<file path="src/rtl/stopwatch_pkg.sv">
// Shared types and constants for the stopwatch timekeeping core.
// Optional lap/freeze feature is enabled by defining STOPWATCH_LAP_EN.
package stopwatch_pkg;

   localparam int BCD_W         = 4;
   localparam int DIG_MAX       = 9;
   localparam int SEC_T_MAX_DEF = 5;
   localparam int NUM_DIGITS    = 4;

   typedef enum logic [1:0] {
      IDLE  = 2'd0,
      RUN   = 2'd1,
      PAUSE = 2'd2
   } sw_state_e;

   // Clock cycles per count tick; callers guarantee an integer ratio >= 2.
   function automatic int calc_div(input int clk_hz, input int tick_hz);
      return clk_hz / tick_hz;
   endfunction

endpackage

</file>
<file path="src/rtl/stopwatch_counter_if.sv">
// Control/display bundle between the stopwatch core and its environment.
// The lap pulse is only present when STOPWATCH_LAP_EN is defined.
interface stopwatch_counter_if;
   import stopwatch_pkg::*;

   logic             start_stop;
   logic             clear;
`ifdef STOPWATCH_LAP_EN
   logic             lap;
`endif
   logic [BCD_W-1:0] dig0;
   logic [BCD_W-1:0] dig1;
   logic [BCD_W-1:0] dig2;
   logic [BCD_W-1:0] dig3;
   logic             running;
   logic             wrap;

`ifdef STOPWATCH_LAP_EN
   modport master (
      output start_stop, clear, lap,
      input  dig0, dig1, dig2, dig3, running, wrap
   );
   modport slave (
      input  start_stop, clear, lap,
      output dig0, dig1, dig2, dig3, running, wrap
   );
`else
   modport master (
      output start_stop, clear,
      input  dig0, dig1, dig2, dig3, running, wrap
   );
   modport slave (
      input  start_stop, clear,
      output dig0, dig1, dig2, dig3, running, wrap
   );
`endif

endinterface

</file>
<file path="src/rtl/stopwatch_counter_bcd_digit.sv">
// One BCD digit of the stopwatch: mod-(MAX+1) counter with synchronous clear
// and a combinational carry used to chain into the next more significant digit.
module bcd_digit
   import stopwatch_pkg::*;
#(
   parameter int MAX = DIG_MAX
) (
   input  logic             clk_i,
   input  logic             srst_i,
   input  logic             clr_i,
   input  logic             inc_i,
   output logic [BCD_W-1:0] value_o,
   output logic             carry_o
);

   localparam logic [BCD_W-1:0] MAX_V = BCD_W'(MAX);

   logic [BCD_W-1:0] value_q;
   logic [BCD_W-1:0] value_d;

   always_comb begin
      value_d = value_q;
      if (clr_i) begin
         value_d = '0;
      end else if (inc_i) begin
         // >= also pulls any out-of-range value back to a legal digit
         value_d = (value_q >= MAX_V) ? '0 : value_q + 1'b1;
      end
   end

   always_ff @(posedge clk_i) begin
      if (srst_i) begin
         value_q <= '0;
      end else begin
         value_q <= value_d;
      end
   end

   assign value_o = value_q;
   assign carry_o = inc_i && (value_q == MAX_V);

endmodule

</file>
<file path="src/rtl/stopwatch_counter.sv">
// Stopwatch timekeeping core: prescales clk to count ticks and counts SS.cc in BCD
// under start/stop and clear. STOPWATCH_LAP_EN adds the lap freeze of the display.
module stopwatch_counter
   import stopwatch_pkg::*;
#(
   parameter int CLK_HZ    = 1000,
   parameter int TICK_HZ   = 100,
   parameter int SEC_T_MAX = SEC_T_MAX_DEF
) (
   input  logic                 clk,
   input  logic                 sys_rst,
   stopwatch_counter_if.slave   ctrl_if
);

   localparam int DIV = calc_div(CLK_HZ, TICK_HZ);
   localparam int PW  = $clog2(DIV);
   localparam logic [PW-1:0] PRESC_LAST = PW'(DIV - 1);

   sw_state_e state_q;
   sw_state_e state_d;
   logic [PW-1:0] presc_q;
   logic [PW-1:0] presc_d;
   logic          running_q;
   logic          running_d;
   logic          wrap_q;
   logic          wrap_d;
   logic          tick;

   logic [NUM_DIGITS-1:0]                inc_w;
   logic [NUM_DIGITS-1:0]                carry_w;
   logic [NUM_DIGITS-1:0][BCD_W-1:0]     live_w;
   logic [NUM_DIGITS-1:0][BCD_W-1:0]     disp_w;

   assign tick = (state_q == RUN) && (presc_q == PRESC_LAST);

   always_comb begin
      state_d = state_q;
      presc_d = presc_q;
      case (state_q)
         IDLE: begin
            presc_d = '0;
            if (ctrl_if.start_stop) state_d = RUN;
         end
         RUN: begin
            presc_d = tick ? '0 : presc_q + 1'b1;
            if (ctrl_if.start_stop) state_d = PAUSE;
         end
         PAUSE: begin
            if (ctrl_if.start_stop) state_d = RUN;
         end
         default: begin
            state_d = IDLE;
            presc_d = '0;
         end
      endcase
      if (ctrl_if.clear) begin
         state_d = IDLE;
         presc_d = '0;
      end
   end

   assign running_d = (state_d == RUN);
   assign wrap_d    = carry_w[NUM_DIGITS-1];

   always_ff @(posedge clk) begin
      if (sys_rst) begin
         state_q   <= IDLE;
         presc_q   <= '0;
         running_q <= 1'b0;
         wrap_q    <= 1'b0;
      end else begin
         state_q   <= state_d;
         presc_q   <= presc_d;
         running_q <= running_d;
         wrap_q    <= wrap_d;
      end
   end

   // Carry ripples from hundredths up to seconds-tens; clear suppresses the tick.
   assign inc_w = {carry_w[NUM_DIGITS-2:0], tick & ~ctrl_if.clear};

   genvar gi;
   generate
      for (gi = 0; gi < NUM_DIGITS; gi++) begin : g_digit
         localparam int D_MAX = (gi == NUM_DIGITS - 1) ? SEC_T_MAX : DIG_MAX;
         bcd_digit #(
            .MAX (D_MAX)
         ) u_digit (
            .clk_i   (clk),
            .srst_i  (sys_rst),
            .clr_i   (ctrl_if.clear),
            .inc_i   (inc_w[gi]),
            .value_o (live_w[gi]),
            .carry_o (carry_w[gi])
         );
      end
   endgenerate

`ifdef STOPWATCH_LAP_EN
   logic                             frozen_q;
   logic                             frozen_d;
   logic [NUM_DIGITS-1:0][BCD_W-1:0] snap_q;

   always_comb begin
      frozen_d = frozen_q;
      if (ctrl_if.clear) begin
         frozen_d = 1'b0;
      end else if (ctrl_if.lap && (state_q == RUN)) begin
         frozen_d = ~frozen_q;
      end
   end

   // Snapshot is the count visible on the freezing edge.
   always_ff @(posedge clk) begin
      if (sys_rst) begin
         frozen_q <= 1'b0;
         snap_q   <= '0;
      end else begin
         frozen_q <= frozen_d;
         if (frozen_d && !frozen_q) snap_q <= live_w;
      end
   end

   assign disp_w = frozen_q ? snap_q : live_w;
`else
   assign disp_w = live_w;
`endif

   assign ctrl_if.dig0    = disp_w[0];
   assign ctrl_if.dig1    = disp_w[1];
   assign ctrl_if.dig2    = disp_w[2];
   assign ctrl_if.dig3    = disp_w[3];
   assign ctrl_if.running = running_q;
   assign ctrl_if.wrap    = wrap_q;

endmodule
</file>
<file path="src/flat_wrapper.sv">
// flat-port wrapper written by rule: the top's interface ports become plain ports
module stopwatch_counter_flat import stopwatch_pkg::*;
#(
   parameter int CLK_HZ    = 1000,
   parameter int TICK_HZ   = 100,
   parameter int SEC_T_MAX = SEC_T_MAX_DEF
)
  (clk, sys_rst, ctrl_if_start_stop, ctrl_if_clear, ctrl_if_dig0, ctrl_if_dig1, ctrl_if_dig2, ctrl_if_dig3, ctrl_if_running, ctrl_if_wrap);
  stopwatch_counter_if ctrl_if_i ();
  input  logic clk;
  input  logic sys_rst;
  input wire logic [$bits(ctrl_if_i.start_stop)-1:0] ctrl_if_start_stop;
  input wire logic [$bits(ctrl_if_i.clear)-1:0] ctrl_if_clear;
  output wire logic [$bits(ctrl_if_i.dig0)-1:0] ctrl_if_dig0;
  output wire logic [$bits(ctrl_if_i.dig1)-1:0] ctrl_if_dig1;
  output wire logic [$bits(ctrl_if_i.dig2)-1:0] ctrl_if_dig2;
  output wire logic [$bits(ctrl_if_i.dig3)-1:0] ctrl_if_dig3;
  output wire logic [$bits(ctrl_if_i.running)-1:0] ctrl_if_running;
  output wire logic [$bits(ctrl_if_i.wrap)-1:0] ctrl_if_wrap;
  assign ctrl_if_i.start_stop = ctrl_if_start_stop;
  assign ctrl_if_i.clear = ctrl_if_clear;
  assign ctrl_if_dig0 = ctrl_if_i.dig0;
  assign ctrl_if_dig1 = ctrl_if_i.dig1;
  assign ctrl_if_dig2 = ctrl_if_i.dig2;
  assign ctrl_if_dig3 = ctrl_if_i.dig3;
  assign ctrl_if_running = ctrl_if_i.running;
  assign ctrl_if_wrap = ctrl_if_i.wrap;
  stopwatch_counter #(.CLK_HZ(CLK_HZ), .TICK_HZ(TICK_HZ), .SEC_T_MAX(SEC_T_MAX)) u_core (.clk(clk), .sys_rst(sys_rst), .ctrl_if(ctrl_if_i));
endmodule
</file>
<file path="config.mk">
export PLATFORM = sky130hd
export DESIGN_NAME = stopwatch_counter_flat
export DESIGN_NICKNAME = d
export VERILOG_FILES = /design/src/rtl/stopwatch_pkg.sv /design/src/rtl/stopwatch_counter_if.sv /design/src/rtl/stopwatch_counter_bcd_digit.sv /design/src/rtl/stopwatch_counter.sv /design/src/flat_wrapper.sv
export SDC_FILE = /design/constraint.sdc
export NUM_CORES = 1
export LEC_CHECK = 0
export CELL_PAD_IN_SITES_DETAIL_PLACEMENT = 1
export CELL_PAD_IN_SITES_GLOBAL_PLACEMENT = 2
export CORE_UTILIZATION = 26
export CTS_CLUSTER_DIAMETER = 80
export DETAILED_ROUTE_END_ITERATION = 10
export GPL_ROUTABILITY_DRIVEN = 0
export PLACE_DENSITY_LB_ADDON = 0.1
export REMOVE_ABC_BUFFERS = 1
export SKIP_LAST_GASP = 1
export SYNTH_ARGS = -nofsm -noshare
export SYNTH_HDL_FRONTEND = slang
export SYNTH_HIERARCHICAL = 1
export SYNTH_SLANG_ARGS = --single-unit
export TNS_END_PERCENT = 5
</file>
<file path="constraint.sdc">
create_clock -name clk -period 4.05 [get_ports clk]
set_input_delay 0.81 -clock clk [delete_from_list [all_inputs] [get_ports clk]]
set_output_delay 0.81 -clock clk [all_outputs]
set_load 0.03 [all_outputs]
</file>
==> results.yml <==
finish:
  fillers: 543
  final_common_cell: "sky130_fd_sc_hd__dfxtp_1"
  final_core_util_pct: 35.78
  flow.area_growth_from_synthesis_pct: 27.78
  final_design_area_no_fill_um2: 1612
  most-common-layout-cells: "24 x sky130_fd_sc_hd__dfxtp_1, 21 x sky130_fd_sc_hd__clkdlybuf4s50_1, 19 x sky130_fd_sc_hd__nor2_1"
  antenna-diode-count: 0
  finish.net_count: 185
  layout-drive-gt1-share_pct: 8.485
  final_cells: 217
route:
  vias_per_std_cell: 4.700
  drt_wl_total_um: 2680
  vias: 1020
  wl_per_cell_um: 12.35
  antenna_violating_nets_post_route: 0
  drcViolationCount: 0
  initial_drc_count: 19
  detailedRoute.firstPassIterationCount: 4
power_and_ir_drop:
  power_switching_share_pct: 22.01
  cellInternalPower_w: 0.0003126
  clock_power_share_pct: 35.5
  static-leakage-power_nw: 0.5675
  power_frac_seq_pct: 59.4
  power.density_nw_per_um2: 248.7
  power.combinational.fraction_pct: 5.1
  worst_ir_drop_vdd_v: 0.0001815
  power.net_switching_w: 0.00008820
placement:
  dpl.cell_count: 214
  number_of_buffer_cells_added_on_primary_ports: 21
  detail_placement_hpwl_um: 2055
  placed_area_um2: 1570
worst_setup_path:
  timing.rr.start: "u_core/presc_q[0]"
  path_cells: "clkdlybuf4s50_1 > nor3_1 > nand2_1 > nor3b_1 > nand2_1 > nor3b_1 > nand2_1 > nor3b_1 > buf_4 > nor4bb_1 > a21oi_1 > a211oi_1"
  reg2reg_to: "u_core/g_digit[3].u_digit/value_o[2]"
  crit_path_top_delay_cell: "sky130_fd_sc_hd__clkdlybuf4s50_1"
  crit_path_end_kind: "flop"
  number_of_cells_traversed_by_the_worst_register_to_register_path: 13
  cpLargestDelayFamily: "simple AND/OR/NAND/NOR gates"
  worst_setup_path_startpoint: "ctrl_if_clear"
  timing.critical_path.fanout_max: 8
  worstPathRequired_ns: 4.23
  ff2ff_setup_slack_ns: 0.91
  cp_data_arrival_time_ns: 3.52
  timing.setup.critical_path_class: "in2reg"
  critPathBufInv: 2
  cpPeakStageDelay_ns: 0.44
  startpoint_type: "primary input"
floorplanning:
  initial_core_util_pct: 28.00
  design.die.area_um2: 5133
  fp.dieW_um: 71.65
  io_pins: 22
  rows: 24
  die_height_um: 71.65
  placeable_area_um2: 4504
synthesis:
  post_synth_num_cell_types: 33
  synth_top_area_share_pct: 38.10
  syn_area_um2: 1261
  synthXorXnorAreaFrac_pct: 6.944
  synth.area.top_cells: "sky130_fd_sc_hd__dfxtp_1 38%, sky130_fd_sc_hd__ha_1 14%, sky130_fd_sc_hd__nor2_1 5.7%, sky130_fd_sc_hd__xor2_1 4.9%, sky130_fd_sc_hd__nor3b_1 4.2%"
  synth_mux_area_share_pct: 4.067
  synthAdderAreaFrac_pct: 13.89
  largest_family_of_logic_cells_by_synthesized_area: "simple AND/OR/NAND/NOR gates"
  yosys_warnings: 6
  seq_area_frac_synth_pct: 38.10
  synth-simple-area-share_pct: 25.69
  cell_count_after_synthesis: 137
  netlist.top_cell.by_area: "sky130_fd_sc_hd__dfxtp_1"
  post_synth.cell_area_avg_um2: 9.206
  yosys_register_bits: 24
  post_synthesis_compound_gate_area_fraction_pct: 7.738
timing:
  final_period_util_pct: 82.25
  rsz_0062_raised_after_global_routing: "false"
  final-hold-violation-count: 0
  maxClockFrequency_mhz: 300.2
  post_route_setup_tns_ns: 0
  tightest_slew_ns: 0.3813
  slew_violations: 0
  timing.max_slew.rel_slack_pct: 74.53
  skew_ns: 0.001073
  setup_viol: 0
  layout_min_cycle_time_ns: 3.331
global_routing:
  groute.layer.met1.usage_pct: 12.48
  grtUsageMet3_pct: 3.657
  maximum_number_of_pins_on_one_net_before_global_route_repair: 13
  grt_pass1_vias: 1050
  grt_overflow_total: 0
  antenna_found_initial: 0
  global_route_wire_length_before_repair_um: 4643
  groute.usage.overall_pct: 11.37
  met2_usage_pct: 21.17
  grt_busiest_layer: "met2"
hold_path:
  timing.hold.worst_path_depth: 2
  hp-start: "u_core/presc_q[2]"
  hold_path.class: "reg2reg"
  endpoint_worst_hold: "u_core/presc_q[2]"
cts:
  post_cts.repair.setup_buffers: 0
  tritoncts: "yes"
  cts-root-to-sink-buffers: 2
  cts.sink_count: 24
  inserted_clock_buffers: 3
  clk-insertion-delay-late_ns: 0.26
  cts-resized-gates: 0
  clk_pin_slew_worst_paths_ns: 0.08
  cts_htree_levels: 1
  cts_root_buffer: "sky130_fd_sc_hd__clkbuf_8"
  hold_bufs_at_cts: 0
flow_run:
  max_cap_viol_count: 0
outcome:
  status: "complete, no violations"
[registers in the layout, indices dropped and copies added, names as in the netlist]
signal                          count
u_core/g_digit.u_digit/value_o     16
u_core/presc_q                      4
u_core/state_q                      2
u_core/ctrl_if.running              1
u_core/ctrl_if.wrap                 1
[worst max path at each step]
stage                                      endpoint  depth (start not counted)
4_1_cts        u_core/g_digit[3].u_digit/value_o[2]                         12
3_5_place_dp   u_core/g_digit[3].u_digit/value_o[2]                         12
3_3_place_gp   u_core/g_digit[3].u_digit/value_o[2]                         12
2_1_floorplan  u_core/g_digit[3].u_digit/value_o[2]                         10
5_1_grt        u_core/g_digit[3].u_digit/value_o[2]                         12
6_report       u_core/g_digit[3].u_digit/value_o[2]                         12
[power groups by stage]
stage	clock network [W]	logic, W	registers (W)
6_report	0.000142	0.0000204	0.000238
5_1_grt	0.000159	0.0000225	0.000238
4_1_cts	0.000152	0.0000206	0.000238
3_5_place_dp	0	0.0000205	0.000244
3_3_place_gp	0	0.0000203	0.000244
2_1_floorplan	0	0.00000968	0.000244
[cell usage after synthesis (all sizes together)]
| library cell | instances |
|---|---|
| a2111o | 1 |
| a211oi | 1 |
| a21oi | 4 |
| a31oi | 1 |
| a32oi | 1 |
| and2b | 1 |
| and4b | 1 |
| clkbuf | 1 |
| dfxtp | 24 |
| ha | 14 |
| inv | 11 |
| mux2 | 1 |
| mux2i | 4 |
| nand2 | 10 |
| nand2b | 2 |
| nand3 | 1 |
| nand3b | 2 |
| nand4 | 5 |
| nand4b | 1 |
| nor2 | 19 |
| nor2b | 2 |
| nor3 | 1 |
| nor3b | 7 |
| nor4bb | 1 |
| o21ai | 4 |
| o22ai | 2 |
| or2 | 1 |
| or3 | 3 |
| or4b | 1 |
| xnor2 | 3 |
| xor2 | 7 |
[per-stage QoR]
stage                     total power [W]  hold slack (ns)  setup WS (ns)
after floorplan                 0.0002541           0.4705         0.1776
final                           0.0004008           0.5120         0.7190
after detailed placement        0.0002641           0.5013         0.4387
after CTS                       0.0004103           0.5156         0.6871
after global placement          0.0002639           0.4944         0.6123
after global routing            0.0004193           0.5564         0.3276
[layout make-up]
cell class | count | area [um2] | share of cell area (%)
Multi-Input combinational cell | 101 | 735.7 | 45.65
Sequential cell | 24 | 480.5 | 29.81
Timing Repair Buffer | 26 | 247.7 | 15.37
Tap cell | 52 | 65.06 | 4.037
Clock buffer | 3 | 41.29 | 2.562
Inverter | 11 | 41.29 | 2.562
[routing by layer]
metal / wire length (um) / vias up
li1: - / 522
met3: 100 / 2
met2: 1307 / 13
met4: 19 / 0
met5: 0 / -
met1: 1253 / 483
[cell families after synthesis]
logic type      after synthesis
fa+ha+maj                    14
xor+xnor                     10
compound gates               14
mux                           5
buf+inv                      12
flops                        24
simple gates                 58
[worst min-delay path, stage by stage (launching register included)]
cell and delay, ns:
sky130_fd_sc_hd__dfxtp_1 0.34, sky130_fd_sc_hd__o21ai_1 0.07, sky130_fd_sc_hd__a21oi_1 0.06
Power figures use the tool's default switching activity.
